$ cat config.mk
export PLATFORM = sky130hd
export DESIGN_NAME = mod_counter_ud
export DESIGN_NICKNAME = d
export VERILOG_FILES = /design/src/rtl/modcnt_pkg.sv /design/src/rtl/modcnt_wrap_tracker.sv /design/src/rtl/mod_counter_ud.sv
export SDC_FILE = /design/constraint.sdc
export NUM_CORES = 1
export LEC_CHECK = 0
export CORE_MARGIN = 2
export CORE_UTILIZATION = 46
export CTS_CLUSTER_DIAMETER = 100
export DETAILED_ROUTE_END_ITERATION = 6
export GPL_ROUTABILITY_DRIVEN = 1
export PLACE_DENSITY_LB_ADDON = 0.1
export SYNTH_ARGS = -nofsm -noshare
export SYNTH_HDL_FRONTEND = slang
export SYNTH_HIERARCHICAL = 1
export SYNTH_SLANG_ARGS = --single-unit
$ cat constraint.sdc
create_clock -name clk -period 3.53 [get_ports clk]
set_input_delay 0.706 -clock clk [delete_from_list [all_inputs] [get_ports clk]]
set_output_delay 0.706 -clock clk [all_outputs]
set_load 0.03 [all_outputs]
$ cat src/rtl/modcnt_pkg.sv
// Shared constants and helpers for the modulo-N up/down counter family.
package modcnt_pkg;

  localparam int unsigned MOD_MIN = 2;

  localparam logic DIR_UP = 1'b1;
  localparam logic DIR_DN = 1'b0;

  localparam logic MODE_WRAP = 1'b0;
  localparam logic MODE_SAT  = 1'b1;

  // A modulus is usable when it lies between MOD_MIN and 2^width inclusive.
  // The upper bound lets the counter run as a plain binary counter.
  function automatic logic legal_mod(input logic [31:0] val, input int width);
    logic [32:0] limit;
    limit = 33'd1 << width;
    return (val >= 32'(MOD_MIN)) && ({1'b0, val} <= limit);
  endfunction

endpackage

$ cat src/rtl/modcnt_wrap_tracker.sv
// Saturating counter of wrap events, used by mod_counter_ud when the
// MODCNT_WRAP_COUNT_EN build option is enabled.
module modcnt_wrap_tracker #(
  parameter int WRAP_W = 8
) (
  input  logic              clk,
  input  logic              reset,
  input  logic              clr,
  input  logic              wrap,
  output logic [WRAP_W-1:0] wrap_cnt
);

  // Count wraps, stick at all ones, and clear with the counter's own clear.
  always_ff @(posedge clk or posedge reset) begin
    if (reset) begin
      wrap_cnt <= '0;
    end else if (clr) begin
      wrap_cnt <= '0;
    end else if (wrap && (wrap_cnt != '1)) begin
      wrap_cnt <= wrap_cnt + 1'b1;
    end
  end

endmodule

$ cat src/rtl/mod_counter_ud.sv
// Modulo-N up/down counter with clear, parallel load, runtime modulus,
// wrap/saturate mode, terminal count and carry outputs.
// Build option: define MODCNT_WRAP_COUNT_EN to add the WRAP_W parameter and
// the saturating wrap_cnt output.
module mod_counter_ud
  import modcnt_pkg::*;
#(
  parameter int WIDTH       = 4,
  parameter int MOD_DEFAULT = 10
`ifdef MODCNT_WRAP_COUNT_EN
  ,
  parameter int WRAP_W      = 8
`endif
) (
  input  logic             clk,
  input  logic             reset,
  input  logic             en,
  input  logic             clr,
  input  logic             load,
  input  logic [WIDTH-1:0] load_val,
  input  logic             up_dn,
  input  logic             sat_mode,
  input  logic             mod_wr,
  input  logic [WIDTH:0]   mod_val,
  output logic [WIDTH-1:0] count,
  output logic [WIDTH:0]   modulus,
  output logic             tc,
  output logic             carry,
  output logic             mod_err
`ifdef MODCNT_WRAP_COUNT_EN
  ,
  output logic [WRAP_W-1:0] wrap_cnt
`endif
);

  localparam int MODW = WIDTH + 1;

  logic [WIDTH-1:0] top;
  logic [WIDTH-1:0] new_top;
  logic [WIDTH-1:0] top_next;
  logic             mod_ok;
  logic [WIDTH-1:0] step_count;
  logic             step_carry;
  logic [WIDTH-1:0] next_count;
  logic             next_carry;

  // Bounds derived from the current modulus and from a modulus being written
  // this edge; a legal modulus is at least 2, so top always fits in WIDTH bits.
  always_comb begin
    top      = WIDTH'(modulus - MODW'(1));
    new_top  = WIDTH'(mod_val - MODW'(1));
    mod_ok   = mod_wr && legal_mod(32'(mod_val), WIDTH);
    top_next = mod_ok ? new_top : top;
    tc       = ((up_dn == DIR_UP) && (count == top)) ||
               ((up_dn != DIR_UP) && (count == '0));
  end

  // Candidate count for a plain enable step, including wrap and saturation.
  always_comb begin
    step_count = count;
    step_carry = 1'b0;
    if (en) begin
      if (up_dn == DIR_UP) begin
        if (count < top) begin
          step_count = count + 1'b1;
        end else if (sat_mode != MODE_SAT) begin
          step_count = '0;
          step_carry = 1'b1;
        end
      end else begin
        if (count != '0) begin
          step_count = count - 1'b1;
        end else if (sat_mode != MODE_SAT) begin
          step_count = top;
          step_carry = 1'b1;
        end
      end
    end
  end

  // Resolve clear, load and modulus clamping on top of the enable step;
  // a clamp replaces the step, so it never produces a carry.
  always_comb begin
    next_count = step_count;
    next_carry = step_carry;
    if (clr) begin
      next_count = '0;
      next_carry = 1'b0;
    end else if (load) begin
      next_count = (load_val > top_next) ? top_next : load_val;
      next_carry = 1'b0;
    end else if (mod_ok && (step_count >= new_top)) begin
      next_count = new_top;
      next_carry = 1'b0;
    end
  end

  // State registers: count, modulus and the single-cycle status pulses.
  always_ff @(posedge clk or posedge reset) begin
    if (reset) begin
      count   <= '0;
      modulus <= MODW'(MOD_DEFAULT);
      carry   <= 1'b0;
      mod_err <= 1'b0;
    end else begin
      count   <= next_count;
      carry   <= next_carry;
      mod_err <= mod_wr && !mod_ok;
      if (mod_ok) begin
        modulus <= mod_val;
      end
    end
  end

`ifdef MODCNT_WRAP_COUNT_EN
  modcnt_wrap_tracker #(
    .WRAP_W (WRAP_W)
  ) u_wrap_tracker (
    .clk      (clk),
    .reset    (reset),
    .clr      (clr),
    .wrap     (next_carry),
    .wrap_cnt (wrap_cnt)
  );
`else
  // Without the build option there is no wrap tracking at all.
`endif

endmodule
==> results of run 1 <==
## per-layer routing
metal,GRT usage (%),up-vias,wire (microns)
li1,-,704,-
met1,31.00,683,1671
met2,40.61,48,1912
met3,2.857,6,158
met4,8.638,0,48
met5,0,-,0
## worst register-to-register path: cells and delay by family, from the launching register on
family	cells	cell delay, ns
AND/OR/NAND/NOR	2	0.33
buffers and inverters	1	0.04
XOR/XNOR	1	0.13
AO/OA/AOI/OAI	9	1.75
flip-flops	1	0.54
adder cells (fa/ha/maj)	3	0.67
## synth_stat cells (4+ instances only)
cell,instances
a31o_2,4
nand2_1,10
ha_1,16
a21oi_1,9
inv_1,17
and2_1,4
nor2_1,5
o21ai_0,6
mux2_2,5
dfrtp_1,9
nor3_1,5
xnor2_1,5
## kinds of logic after synthesis
| group | count (synthesis) | synth area share, % |
|---|---|---|
| buffers and inverters | 22 | 6.135 |
| XOR/XNOR | 5 | 3.205 |
| AO/OA/AOI/OAI | 56 | 34.16 |
| AND/OR/NAND/NOR | 37 | 14.84 |
| multiplexers | 8 | 6.684 |
| flip-flops | 11 | 20.33 |
| adder cells (fa/ha/maj) | 16 | 14.65 |
## flip-flops by register name, indices dropped and copies added (netlist names)
register and flops:
carry 1, count 4, mod_err 1, modulus 5
## timing repair
item,in CTS,in global routing
setup endpoints to repair,5,5
setup buffers,4,2
pin swaps,6,10
resized for setup,2,11
## worst max path at each step
| stage | start | endpoint |
|---|---|---|
| after floorplan | modulus[1] | count[0] |
| after global placement | mod_val[0] | count[1] |
| after global routing | modulus[1] | count[0] |
| after CTS | modulus[1] | count[0] |
| after detailed placement | mod_val[0] | count[1] |
| final | mod_val[0] | count[3] |
## layout make-up
type | instances | area [sq um]
Multi-Input combinational cell | 122 | 1114
Fill cell | 206 | 769.5
Timing Repair Buffer | 56 | 490.5
Sequential cell | 11 | 279.0
Inverter | 17 | 63.81
Tap cell | 31 | 38.79
Clock buffer | 4 | 26.28
## metrics by stage
stage          hold WS [ns]  util [%]
2_1_floorplan        0.5569         -
3_3_place_gp         0.4911     67.61
3_5_place_dp         0.5075     67.61
4_1_cts              0.5234     69.82
5_1_grt              0.5406     72.33
6_report             0.5203     72.33
## report_power, final
group / total (uW) / leakage (uW) / switching, uW / internal (uW)
Combinational: 665 / 0.000720 / 344 / 320
Sequential: 179 / 0.000134 / 30.8 / 149
Clock: 85.0 / 0.0000150 / 41.2 / 43.7
Total: 929 / 0.000869 / 417 / 512
==> metrics.md, run 1 <==
| Metric | Value |
|---|---|
| Pre-Repair DR Iteration Count | 4 |
| First-pass GRT wire length | between 6000 and 7000 microns |
| Max Buffers Root-to-Sink | 2 |
| Die X | 58.50 microns |
| Post-placement setup slack | -0.3552 ns |
| Syn_nets | 188 |
| Vias in the first global route | 1347 |
| Top cells by area, synth | dfrtp_1, ha_1, inv_1, mux2_2, dfstp_2 |
| Setup TNS | -0.05527 ns |
| Slew @ Worst Pin | 0.6972 ns |
| Antenna violations before repair | 0 |
| Total track usage | 23.86% |
| # placed instances | ~230 |
| Min Tclk post-route | 3.576 ns |
| Hpwl dp | ~3000 microns |
| Top Ports | 29 |
| Ant diodes | 0 |
| CP Capture Type | register |
| Clock transition at path regs | approximately 0.07 ns |
| WL/cell | around 16 microns |
| Hold_buf cts | 0 |
| Top_reg_cell synth | dfrtp_1 |
| Syn_area_per_cell | 8.815 sq um |
| Vias/cell | 5.979 |
| Violated checks | negative setup slack |
| Initial DRC count | 55 |
| Largest net degree at the start of global routing | 12 |
| Yosys top cell by area | dfrtp_1 |
| Cell family with most CP delay | compound AO/OA/AOI/OAI gates |
| Seq cells post-synth | 11 |
| TritonCTS Buffers | 3 |
| Cell Chain, Critical Path | clkdlybuf4s50_1 > inv_1 > ha_1 > or4_4 > o211ai_4 > mux2_2 > ha_1 > a21oi_1 > o21ai_4 > buf_4 > a31o_2 > a211oi_1 |
| Rel. slew slack | between 50% and 60% |
| Slew Viols, Final | 0 |
| Via count | 1441 |
| Syn Inst Count | 155 |
| Worst vdd ir | just over 300 uV |
| Std cell rows | 19 |
| Critical Path Fanout Max | 6 |
| Worst reg2reg path depth | 16 |
| Core box area | 2781 sq um |
| Final Hold Viols | 0 |
| Full die area | 3422 sq um |
| Hold Path Depth | 1 |
| Commonest non-fill, non-tap cells in the layout | clkdlybuf4s50_1, buf_4, inv_1 |
| Share of post-route cells with drive strength above 1 | about a third |
| Fin worst setup slack | -0.04630 ns |
| Ys async rst share | 100.0% |
| Synth top area share | between 10% and 20% |
| Post-route ant nets | 0 |
| Pleak | 0.0008687 uW |
| Clk_skew | between 0.003 and 0.004 ns |
| Clk Latency, worst-skew pair | 0.27 ns |
| Design Power | 928.9 uW |
| FF-to-FF End | count[0] |
| CTS tree | built |
| RSZ-0062 raised after global routing | yes |
| Crit path max-delay cell type | clkdlybuf4s50_1 |
| Power density cells | 461.7 nW/um^2 |
| Residual DRC | 0 |
| Die H | 58.50 microns |
| Worst Hold Class | register to register |
| Fmax | between 200 and 300 MHz |
| Worst Path Buf+Inv | 3 |
| Hold EP | modulus[4] |
| Hold path startpoint | modulus[4] |
| WP data required | 3.70 ns |
| CP max stage delay | 0.47 ns |
| Yosys warns | 6 |
| Initial core utilization | around half |
| FF-to-FF setup slack | 0 ns |
| CP Class | input pin to register |
| Placer Congestion | 0.9139 |
| Status | complete, but fails checks |
| Seq/Total Area, Yosys | 20.33% |
| Arrival time at the worst endpoint | 3.75 ns |
| Root Buffer | clkbuf_4 |
| Cell area after synthesis | 1366 sq um |
| Worst path depth | 12 |
| WL final | 3790 microns |
| Grt total ovfl | 0 |
| Final Cell Area | between 2000 and 2500 sq um |
| Worst Setup Start Kind | input pin |
| CP most frequent cell | ha_1 |
| Depth of the CTS H-tree | 1 |
| Yosys cell types | 54 |
| Final worst path period share | 101.3% |
| Clk sink count | 11 |
| Worst R2R Start | modulus[1] |
| Area grow syn2layout | 47.25% |
| Finished Layout Cells | between 200 and 250 |
| Max_cap viols | 0 |
| # port buffers | 28 |
| Final setup fails | 3 |
| Post-synth EDFFs | 0 |
| Final #Nets | 244 |
| Total placed instance area | 1881 sq um |
Power figures use the tool's default switching activity.
==> run 2, diff against run 1 <==
--- a/config.mk
+++ b/config.mk
@@ -11,6 +11,7 @@
 export DETAILED_ROUTE_END_ITERATION = 6
 export GPL_ROUTABILITY_DRIVEN = 1
 export PLACE_DENSITY_LB_ADDON = 0.1
+export SETUP_SLACK_MARGIN = 0.15
 export SYNTH_ARGS = -nofsm -noshare
 export SYNTH_HDL_FRONTEND = slang
 export SYNTH_HIERARCHICAL = 1
==> run 2 against run 1 <==
The run still ends with negative setup slack left. Core utilization is 0.54 points higher. Clock power decreased by 2%. Highest routed layer unchanged. Sequential cell count stayed put.
==> metrics.md, run 2 (synthesis results as in run 1) <==
| Metric | Value |
|---|---|
| Vias/cell | about 5.9 |
| Worst Setup Start Kind | input pin |
| Placer Congestion | ~0.91 |
| CP most frequent cell | ha_1 |
| Violated checks | negative setup slack |
| Final Hold Viols | 0 |
| Worst vdd ir | between 300 and 400 uV |
| Max Buffers Root-to-Sink | 2 |
| Slew @ Worst Pin | about 0.64 ns |
| Grt total ovfl | 0 |
| Clk Latency, worst-skew pair | between 0.2 and 0.3 ns |
| Clock transition at path regs | 0.07 ns |
| TritonCTS Buffers | 3 |
| Fmax | around 280 MHz |
| Clk sink count | 11 |
| Largest register FFs | 5 |
| First-pass GRT wire length | 6396 microns |
| Depth of the CTS H-tree | 1 |
| Clk_skew | 0.003071 ns |
| Total track usage | 24.09% |
| Arrival time at the worst endpoint | roughly 3.8 ns |
| Residual DRC | 0 |
| Root Buffer | clkbuf_4 |
| Full die area | 3422 sq um |
| Power density cells | 467.7 nW/um^2 |
| Status | complete, but fails checks |
| Antenna violations before repair | 0 |
| WL final | 3938 microns |
| Core box area | about 2800 sq um |
| Std cell rows | 19 |
| RSZ-0062 raised after global routing | yes |
| Max_cap viols | 0 |
| Via count | 1445 |
| Die H | around 59 microns |
| Hold_buf cts | 0 |
| Initial core utilization | 49.12% |
| CP Capture Type | register |
| WP data required | 3.70 ns |
| CP max stage delay | 0.48 ns |
| Pleak | 0.0008825 uW |
| CP Class | input pin to register |
| Vias in the first global route | about 1400 |
| Crit path max-delay cell type | clkdlybuf4s50_1 |
| Final setup fails | 3 |
| Largest net degree at the start of global routing | 12 |
| Commonest non-fill, non-tap cells in the layout | buf_4, clkdlybuf4s50_1, inv_1 |
| WL/cell | 16.14 microns |
| Largest registers | modulus: 5 flops, count: 4 flops |
| Post-route ant nets | 0 |
| Min Hold Slack | 0.5127 ns |
| Rel. slew slack | 55.95% |
| # port buffers | 28 |
| Min Tclk post-route | roughly 3.6 ns |
| Slew Viols, Final | 0 |
| Share of post-route cells with drive strength above 1 | between 30% and 40% |
| Top reg by flops | modulus |
| Top Ports | 29 |
| Pre-Repair DR Iteration Count | 5 |
| Cell Chain, Critical Path | clkdlybuf4s50_1 > inv_1 > ha_1 > or4_4 > o211ai_4 > mux2_2 > ha_1 > a21oi_1 > o21ai_2 > buf_4 > a31o_2 > a211oi_1 |
| Area grow syn2layout | 48.35% |
| Ant diodes | 0 |
| Final worst path period share | 101.7% |
| Initial DRC count | 94 |
| Final #Nets | between 200 and 250 |
| Most common cell after layout, fill and taps aside | buf_4 |
| CTS tree | built |
| Fillers | 217 |
| Fin worst setup slack | -0.06111 ns |
| Util after Layout | 72.87% |
| Critical Path Fanout Max | 6 |
| Worst Hold Class | register to register |
| Hpwl dp | 3086 microns |
| Die X | 58.50 microns |
[run 2: final timing paths]
| kind | start | endpoint | slack (ns) | cells past startpoint |
|---|---|---|---|---|
| max | mod_val[0] | count[3] | -0.06 | 12 |
| min | modulus[4] | modulus[4] | 0.51 | 1 |
| max reg2reg | modulus[1] | count[0] | -0.04 | 16 |
| min reg2reg | modulus[4] | modulus[4] | 0.51 | 1 |
| max in group asynchronous | reset | modulus[1] | 2.48 | 2 |
| min in group asynchronous | reset | mod_err | 0.73 | 2 |
[run 2: stage by stage]
step           power [uW]   TNS, ns  setup WS, ns  std cells  instance area (sq um)
2_1_floorplan       581.5   -0.1846       -0.1144        155                   1416
5_1_grt              1024   -0.7994       -0.2109        244                   2027
3_5_place_dp        793.1    -1.344       -0.3571        231                   1881
6_report            948.1   -0.1489      -0.06111        244                   2027
4_1_cts             897.6  -0.06675      -0.04993        240                   1953
3_3_place_gp        777.3   -0.9403       -0.2714        231                   1881
[run 2: critical path: cells and delay by family]
kind	cells	cell delay (ns)
fa+ha+maj	2	0.49
simple gates	1	0.44
mux	1	0.38
compound gates	5	1.05
buf+inv	3	0.69
[run 2: power by group]
group	internal [uW]	leakage, uW	switching, uW
registers	148	0.000134	31.3
logic	335	0.000734	350
clock network	43.6	0.0000150	39.5
[run 2: routing by layer]
metal,wire [microns],GRT usage (%),vias to the layer above,part of all wire [%]
met5,0,0,-,0
met4,86,10.30,0,2.2
met3,116,0.6593,9,2.9
met2,1927,41.09,42,49
met1,1807,31.96,679,46
li1,-,-,715,-
[run 2: area by class of cell]
| cell class | count | area [sq um] | area share (%) |
|---|---|---|---|
| sequential | 11 | 279.0 | 13.77 |
| clock buffer | 4 | 26.28 | 1.296 |
| timing repair buffer | 59 | 513.0 | 25.31 |
| inverter | 17 | 63.81 | 3.148 |
| tap | 31 | 38.79 | 1.914 |
| multi-input combinational | 122 | 1106 | 54.57 |
[run 2: what timing repair did]
action                                  in CTS  in global routing
resized for setup                            3                  9
setup buffers                                5                  4
pin swaps                                    7                  3
endpoints found under the setup margin       5                  6
==> run 3, diff against run 2 <==
--- a/config.mk
+++ b/config.mk
@@ -6,9 +6,10 @@
 export NUM_CORES = 1
 export LEC_CHECK = 0
 export CORE_MARGIN = 2
-export CORE_UTILIZATION = 46
+export CORE_UTILIZATION = 57
 export CTS_CLUSTER_DIAMETER = 100
 export DETAILED_ROUTE_END_ITERATION = 6
+export DONT_BUFFER_PORTS = 1
 export GPL_ROUTABILITY_DRIVEN = 1
 export PLACE_DENSITY_LB_ADDON = 0.1
 export SETUP_SLACK_MARGIN = 0.15
==> constraint.sdc (replaced) <==
create_clock -name clk -period 3.18 [get_ports clk]
set_input_delay 0.636 -clock clk [delete_from_list [all_inputs] [get_ports clk]]
set_output_delay 0.636 -clock clk [all_outputs]
set_load 0.03 [all_outputs]
==> run 3 against run 2 <==
The flow still finishes with violations (negative setup slack). Setup slack got worse by 0.37 ns. Sequential share of layout area increased by 2.7 points. Non-clock buffer count decreased by 29.
==> metrics.md, run 3 (synthesis results as in run 1) <==
| Metric | Value |
|---|---|
| Status | complete, but fails checks |
| Violated checks | negative setup slack |
| Slew Viols, Final | 0 |
| WL final | 3743 microns |
| M1 WL | 1526 microns |
| Rel. slew slack | 57.51% |
| Crit path max-delay cell type | dfstp_2 |
| Root Buffer | clkbuf_4 |
| Die X | approximately 53 microns |
| Metal3 WL | 236 microns |
| Largest register FFs | 5 |
| Pre-Repair DR Iteration Count | 4 |
| Worst Hold Class | input pin to asynchronous set/reset pin |
| CP max stage delay | 0.54 ns |
| Clk_skew | between 0.003 and 0.004 ns |
| Cell family with most CP delay | compound AO/OA/AOI/OAI gates |
| CP Capture Type | register |
| Arrival time at the worst endpoint | 3.76 ns |
| Max Buffers Root-to-Sink | 2 |
| Top Ports | 29 |
| Pleak | about 0.00078 uW |
| Final worst path period share | 113.6% |
| Fmax | around 280 MHz |
| Fillers | 168 |
| Antenna violations before repair | 0 |
| Critical Path Fanout Max | 4 |
| Clk sink count | 11 |
| Initial DRC count | approximately 60 |
| Depth of the CTS H-tree | 1 |
| Worst vdd ir | 335.7 uV |
| RSZ-0062 raised after global routing | yes |
| CP Class | register to register |
| Worst Setup Start Kind | register |
| Final #Nets | 218 |
| Std cell rows | 17 |
| Post-route ant nets | 0 |
| Largest registers | modulus: 5 flops, count: 4 flops |
| Power density cells | 582.3 nW/um^2 |
| Setup TNS | -1.885 ns |
| TritonCTS Buffers | 3 |
| Via count | between 1000 and 1500 |
| Grt total ovfl | 0 |
| Residual DRC | 0 |
| Finished Layout Cells | about 210 |
| Full die area | ~2800 sq um |
| Min Tclk post-route | 3.612 ns |
| Uppermost routed layer | met4 |
| Vias/cell | 6.528 |
| Final setup fails | 5 |
| Slew @ Worst Pin | around 0.62 ns |
| WP data required | 3.33 ns |
| Total placed instance area | 1627 sq um |
| CTS tree | built |
| Commonest non-fill, non-tap cells in the layout | buf_4, inv_1, ha_1 |
| Design Power | 989.5 uW |
| Total track usage | 28.23% |
| Initial core utilization | 61.18% |
| Top reg by flops | modulus |
| # placed instances | 204 |
| Fin worst setup slack | -0.4317 ns |
| # port buffers | 0 |
| Area grow syn2layout | 24.36% |
| Clk Latency, worst-skew pair | 0.26 ns |
| Worst Path Buf+Inv | 1 |
| Util after Layout | between 70% and 80% |
| Share of post-route cells with drive strength above 1 | 34.78% |
| Placer Congestion | 0.9852 |
| WL/cell | 17.66 microns |
| Ant diodes | 0 |
| Hpwl dp | around 3000 microns |
| Cell Chain, Critical Path | inv_2 > ha_4 > xnor2_2 > ha_1 > and3b_2 > o311ai_4 > a21oi_1 > a311o_1 > a31oi_2 > ha_1 > o21a_1 > nor2_4 > a2111oi_4 > a21oi_1 > o221a_1 |
| Final Hold Viols | 0 |
| Core box area | 2233 sq um |
| Max_cap viols | 0 |
| Die H | 52.96 microns |
| Largest net degree at the start of global routing | 12 |
| Vias in the first global route | about 1300 |
| Met2 WL post-DR | 1895 microns |
| First-pass GRT wire length | around 5700 microns |
| Clock transition at path regs | 0.07 ns |
| Final Cell Area | 1699 sq um |
| Most common cell after layout, fill and taps aside | buf_4 |
run 3: what timing repair did:
item | 4_1_cts | 5_1_grt
pin swaps | 14 | 2
setup endpoints to repair | 5 | 5
gates resized for setup | 4 | 1
hold buffers | 0 | 0
buffers inserted | 3 | 1
run 3: final timing paths:
kind                            start          to  slack [ns]  cells after the start
max                        modulus[1]    count[2]       -0.43                     15
min                             reset       carry        0.23                      1
max reg2reg                modulus[1]    count[2]       -0.43                     15
min reg2reg                modulus[1]  modulus[1]        0.68                      3
max in group asynchronous       reset  modulus[1]        2.64                      1
min in group clk                  clr    count[0]        0.42                      1
run 3: area by class of cell:
cell class,count,area (sq um),share of cell area [%]
Clock buffer,3,22.52,1.325
Clock inverter,1,5.005,0.2946
Inverter,17,63.81,3.756
Multi-Input combinational cell,122,1069,62.89
Tap cell,28,35.03,2.062
Timing Repair Buffer,30,225.2,13.25
Sequential cell,11,279.0,16.42
run 3: power breakdown:
part	internal, uW	switching [uW]	leakage [uW]
logic	332	370	0.000625
clock network	46.5	44.5	0.0000177
registers	165	31.6	0.000134
run 3: layer usage:
layer  vias to the layer above  GRT usage (%)
met1                       644          33.22
met3                        12          4.237
met2                        75          52.08
met5                         -              0
li1                        653              -
met4                         0          8.547
run 3: metrics by stage:
step	setup WS [ns]	hold WS (ns)
2_1_floorplan	-0.4644	0.4869
3_3_place_gp	-0.2862	0.5200
3_5_place_dp	-0.3816	0.5209
4_1_cts	-0.3537	0.2317
5_1_grt	-0.5805	0.2455
6_report	-0.4317	0.2280
